### config.mk
export PLATFORM = sky130hd
export DESIGN_NAME = wb_complete_queue
export DESIGN_NICKNAME = d
export VERILOG_FILES = /design/src/rtl/wb_pkg.sv /design/src/rtl/wb_enq_alloc.sv /design/src/rtl/wb_complete_queue.sv
export SDC_FILE = /design/constraint.sdc
export NUM_CORES = 2
export LEC_CHECK = 0
export ABC_AREA = 1
export CAP_MARGIN = 20
export CORE_ASPECT_RATIO = 1.25
export CORE_MARGIN = 2
export CORE_UTILIZATION = 40
export DETAILED_ROUTE_END_ITERATION = 12
export PLACE_DENSITY_LB_ADDON = 0.05
export SLEW_MARGIN = 5
export SYNTH_ARGS = -nofsm -noshare
export SYNTH_HDL_FRONTEND = slang
export SYNTH_SLANG_ARGS = --single-unit
### constraint.sdc
create_clock -name clock -period 5.1 [get_ports clock]
set_input_delay 1.02 -clock clock [delete_from_list [all_inputs] [get_ports clock]]
set_output_delay 1.02 -clock clock [all_outputs]
set_load 0.03 [all_outputs]
### src/rtl/wb_pkg.sv
// rtl/wb_pkg.sv - shared macros, widths and entry type for the writeback completion queue
`ifndef N_WAY
`define N_WAY 2
`endif
`ifndef N_PHY_REG
`define N_PHY_REG 64
`endif
`ifndef CDB_BITS
`define CDB_BITS 7
`endif
`ifndef XLEN
`define XLEN 32
`endif

package wb_pkg;
  localparam int WB_DEPTH = 8;
  localparam int PTR_W    = $clog2(WB_DEPTH);
  localparam int CNT_W    = $clog2(WB_DEPTH + 1);

  typedef logic [PTR_W-1:0] ptr_t;
  typedef logic [CNT_W-1:0] cnt_t;

  typedef struct packed {
    logic [`CDB_BITS-1:0] tag;
    logic [`XLEN-1:0]     data;
  } wb_entry_t;
endpackage

### src/rtl/wb_enq_alloc.sv
// rtl/wb_enq_alloc.sv - prefix-count allocator granting FU results into the free queue slots
module wb_enq_alloc
  import wb_pkg::*;
#(
  parameter int N_FU = 4
) (
  input  logic [N_FU-1:0]            fu_valid,
  input  cnt_t                       free,
  input  logic                       block,
  output logic [N_FU-1:0]            fu_ready,
  output logic [N_FU-1:0][PTR_W-1:0] offset,
  output cnt_t                       n_acc
);

  cnt_t acc;

  // acc counts grants so far; it equals the valid prefix until it saturates at free
  always_comb begin
    acc      = '0;
    fu_ready = '0;
    offset   = '0;
    for (int i = 0; i < N_FU; i++) begin
      offset[i] = acc[PTR_W-1:0];
      if (fu_valid[i] && (acc < free) && !block) begin
        fu_ready[i] = 1'b1;
        acc         = acc + cnt_t'(1);
      end
    end
    n_acc = acc;
  end

endmodule

### src/rtl/wb_complete_queue.sv
// rtl/wb_complete_queue.sv - in-order completion FIFO draining N_WAY entries per cycle to regfile/CDB
module wb_complete_queue
  import wb_pkg::*;
#(
  parameter int N_FU  = 4,
  parameter int DEPTH = WB_DEPTH
) (
  input  logic                                clock,
  input  logic                                reset_n,
  input  logic [N_FU-1:0]                     fu_valid,
  input  logic [N_FU-1:0][`CDB_BITS-1:0]      fu_tag,
  input  logic [N_FU-1:0][`XLEN-1:0]          fu_data,
  output logic [N_FU-1:0]                     fu_ready,
  input  logic                                squash,
  input  logic [$clog2(`N_PHY_REG):0]         zero_reg_pr,
  output logic [`N_WAY-1:0]                   wr_en,
  output logic [`N_WAY-1:0][`CDB_BITS-1:0]    wr_idx,
  output logic [`N_WAY-1:0][`XLEN-1:0]        wr_data,
  output logic [$clog2(DEPTH+1)-1:0]          count
);

  wb_entry_t                  mem_q [DEPTH];
  logic [DEPTH-1:0]           valid_q, valid_d;
  ptr_t                       head_q, head_d, tail_q, tail_d;
  cnt_t                       count_q, count_d;
  cnt_t                       free, n_acc, n_drain;
  logic [N_FU-1:0][PTR_W-1:0] offset;
  logic                       block;
  ptr_t                       slot;

  assign block = squash || !reset_n;
  // Free space ignores this cycle's drain so fu_ready never depends on the retire path
  assign free  = cnt_t'(DEPTH) - count_q;
  assign count = count_q;

  wb_enq_alloc #(.N_FU(N_FU)) u_alloc (
    .fu_valid (fu_valid),
    .free     (free),
    .block    (block),
    .fu_ready (fu_ready),
    .offset   (offset),
    .n_acc    (n_acc)
  );

  always_comb begin
    wr_en   = '0;
    wr_idx  = '0;
    wr_data = '0;
    n_drain = '0;
    slot    = '0;
    for (int k = 0; k < `N_WAY; k++) begin
      slot = head_q + ptr_t'(k);
      if (reset_n && (cnt_t'(k) < count_q) && valid_q[slot]) begin
        n_drain    = n_drain + cnt_t'(1);
        wr_idx[k]  = mem_q[slot].tag;
        wr_data[k] = mem_q[slot].data;
        wr_en[k]   = (mem_q[slot].tag != zero_reg_pr) && !squash;
      end
    end
  end

  always_comb begin
    head_d  = head_q + n_drain[PTR_W-1:0];
    tail_d  = tail_q + n_acc[PTR_W-1:0];
    count_d = count_q + n_acc - n_drain;
    valid_d = valid_q;
    for (int k = 0; k < `N_WAY; k++) begin
      if (cnt_t'(k) < n_drain) valid_d[head_q + ptr_t'(k)] = 1'b0;
    end
    for (int i = 0; i < N_FU; i++) begin
      if (fu_ready[i]) valid_d[tail_q + offset[i]] = 1'b1;
    end
    if (squash) begin
      head_d  = '0;
      tail_d  = '0;
      count_d = '0;
      valid_d = '0;
    end
  end

  always_ff @(posedge clock or negedge reset_n) begin
    if (!reset_n) begin
      head_q  <= '0;
      tail_q  <= '0;
      count_q <= '0;
      valid_q <= '0;
    end else begin
      head_q  <= head_d;
      tail_q  <= tail_d;
      count_q <= count_d;
      valid_q <= valid_d;
    end
  end

  always_ff @(posedge clock) begin
    for (int i = 0; i < N_FU; i++) begin
      if (fu_ready[i]) mem_q[tail_q + offset[i]] <= '{tag: fu_tag[i], data: fu_data[i]};
    end
  end

endmodule

==> results.sh <==
export IMPL_status="complete, no violations"
export IMPL_final_min_clock_period_ns=4.89
export IMPL_leakage_nw=16.1
export IMPL_track_usage=0.363
export IMPL_crit_top_cell="nand2_1"
export IMPL_synth_seq_cells=330
export IMPL_port_buffers=257
export IMPL_clock_root_buffer="clkbuf_16"
export IMPL_drv_slew=0
export IMPL_postSynth_asyncResetShare=0.0545
export IMPL_syn_mean_instance_area_um2=6.34
export IMPL_final_antenna_net_count=0
export IMPL_first_pass_iters=7
export IMPL_rows=111
export IMPL_yosys_warnings=0
export IMPL_start_util=0.402
export IMPL_grt_ovfl_total=0
export IMPL_synth_area_leader_cell="edfxtp_1"
export IMPL_finalCritPeriodShare=0.960
export IMPL_required_ns=4.08
export IMPL_totalPowerFinal_w=0.0142
export IMPL_hold_viol_final=0
export IMPL_slowest_delay_ns=0.51
export IMPL_hpwl_mm=94.6
export IMPL_cap_violations=0
export IMPL_fin_ws_ns=0.205
export IMPL_cts_tree="done"
export IMPL_drt_initial_drc_count=3963
export IMPL_synthMostInstantiatedCell="nand2_1"
export IMPL_syn_cell_area_um2=29300
export IMPL_viasPerCell=5.81
export IMPL_antenna_found_initial=1
export IMPL_slew_headroom=0.291
export IMPL_rsz0062_at_grt="false"
export IMPL_clock_sinks=330
export IMPL_worstSetupStartpointType="primary input"
export IMPL_crit_arrival_ns=3.87
export IMPL_vdd_drop_max_mv=0.358
export IMPL_fin_util=0.479
export IMPL_grt_max_degree=255
export IMPL_clock_latency_ns=0.59
export IMPL_vias=33015
export IMPL_synth_top_cell_area_share=0.319
export IMPL_detailedPlace_worstSlack_ns=-0.0700
export IMPL_synth_commonest_cells="nand2_1, nand3_1, edfxtp_1"
export IMPL_synth_edf_count=312
export IMPL_drc=0
export IMPL_core_area_um2=73100
export IMPL_crit_family="simple AND/OR/NAND/NOR gates"
export IMPL_place_gp_congestion=0.914
export IMPL_path_buf_inv=6
export IMPL_cts_buffers=41
export IMPL_clk_path_buf_depth=3
export IMPL_die_h_um=307
export IMPL_cts_clk_slew_worst_paths_ns=0.07
export IMPL_setup_viol=0
export IMPL_syn_to_final_growth_pct=19.2
export IMPL_die_width_um=246
export IMPL_routed_wl_mm=140
export IMPL_p_per_area_nw_per_um2=406
export IMPL_fmax_mhz=204
export IMPL_io_pins=258
export IMPL_cp_end_kind="output port"
export IMPL_hold_class="flop to flop"
export IMPL_ctsHoldBuffers=0
export IMPL_syn_instance_count=4627
export IMPL_ys_flop_type="edfxtp_1"
export IMPL_crit_path_top_delay_cell="clkdlybuf4s50_1"
export IMPL_yosysSeqAreaShare=0.335
export IMPL_yosys_top_cells_area="edfxtp_1, nand2_1, nand3_1"
export IMPL_drive_gt1_frac=0.0894
export IMPL_path_class="primary input to output port"
export IMPL_cts_htree_levels=2
export IMPL_post_drt_wl_per_cell_um=24.6
export IMPL_path_max_fanout=4
export IMPL_syn_num_nets=4824
export IMPL_clock_skew_ns=0.0193
export IMPL_grt_pass1_vias=30636
export IMPL_synth_distinct_cells=45
export IMPL_place_area_um2=33700
export IMPL_nNetsFinal=4891
export IMPL_fp_dieArea_um2=75600
export IMPL_fillers=7572
export IMPL_fin_area_um2=35000
export IMPL_num_antenna_cells=0
export IMPL_worst_pin_slew_ns=1.06
export IMPL_grt_pass1_wl_mm=204
[stage by stage]
step | instances | hold slack (ns) | setup TNS, ns
floorplan | 4627 | 0.603 | 0
global placement | 5609 | 0.683 | -0.341
detailed placement | 5609 | 0.683 | -8.51
CTS | 5679 | 0.703 | 0
global route | 5681 | 0.778 | 0
finish | 5681 | 0.710 | 0
[final cells by class]
cell class              instances  area [um2]  area share
inverters                     285        1080      0.0310
repair buffers                457        4850       0.139
well taps                     960        1200      0.0343
clock buffers                  46        1040      0.0299
multi-input cells            3579       16700       0.478
clock inverters                24         248     0.00708
flip-flops and latches        330        9820       0.281
[routing by layer]
layer	vias to the layer above	GRT usage	wire, um
li1	15338	-	-
met1	15268	0.451	53200
met2	1957	0.597	64900
met3	452	0.0580	12800
met4	0	0.207	8830
met5	-	0	0
[worst reg2reg max path, delay by kind of cell, from the launching register on]
kind / cells / cell delay [ns]
buffers and inverters: 5 / 0.75
DFF: 1 / 0.42
xor gates and xnor gates: 1 / 0.17
and+or+nand+nor: 20 / 1.93
adders and majority gates: 4 / 1.07
[placed cells by master (no fill, tap or decap), types with 3 or more instances in the layout]
cell type,instances
xor2_1,19
inv_1,258
a22oi_1,69
o211ai_1,51
clkinv_2,7
inv_2,23
nand4_1,6
nand2_8,9
dfrtp_1,17
bufinv_16,5
buf_12,74
nor2_1,162
a31oi_1,78
nand2_4,6
buf_4,186
nand3_2,18
ha_1,20
edfxtp_1,312
clkbuf_1,5
a21oi_1,88
fa_1,5
clkinv_1,9
xnor2_1,7
nand2_2,15
clkbuf_16,41
nor2_4,18
mux2i_1,31
nand3_1,796
nor3_1,40
nand2_1,1917
clkdlybuf4s50_1,196
nand4_4,4
o21ai_0,201
inv_6,3
[power by group]
part	internal, W	leakage [nW]	switching, W
Clock	0.00172	0.631	0.00130
Combinational	0.00221	12.4	0.00525
Sequential	0.00350	3.07	0.000247
Total	0.00743	16.1	0.00680
[repair_timing]
| action | in CTS | in global routing |
|---|---|---|
| gates resized for setup | 1 | 2 |
| endpoints found under the setup margin | 1 | 2 |
| pin swaps | 0 | 1 |
| buffers inserted | 0 | 2 |
[registers in the layout, indices dropped and copies added (netlist names)]
register,count
mem_q,312
count,4
tail_q,3
valid_q,8
head_q,3
[logic make-up (layout without fill, tap and decap cells)]
family / count (synthesis) / count (layout) / synth area share
AOI/OAI and AO/OA: 497 / 497 / 0.0992
adders and majority gates: 27 / 27 / 0.0128
and+or+nand+nor: 2998 / 2998 / 0.428
muxes: 31 / 31 / 0.0106
buffers and inverters: 718 / 812 / 0.107
xor gates and xnor gates: 26 / 26 / 0.00776
DFF: 330 / 330 / 0.335
[final timing paths]
path	slack (ns)	end	start	cells past startpoint
worst max-delay path	0.21	fu_ready[3]	squash	25
worst min-delay path	0.71	valid_q[2]$_DFF_PN0_	valid_q[2]$_DFF_PN0_	4
worst max register to register	0.56	mem_q[4][3]$_DFFE_PP_	count[1]$_DFF_PN0_	30
worst min register to register	0.71	valid_q[2]$_DFF_PN0_	valid_q[2]$_DFF_PN0_	4
max in group asynchronous	4.03	head_q[0]$_DFF_PN0_	reset_n	2
min in group asynchronous	0.82	count[0]$_DFF_PN0_	reset_n	2
Note: power is estimated with default switching activity, not from simulation.
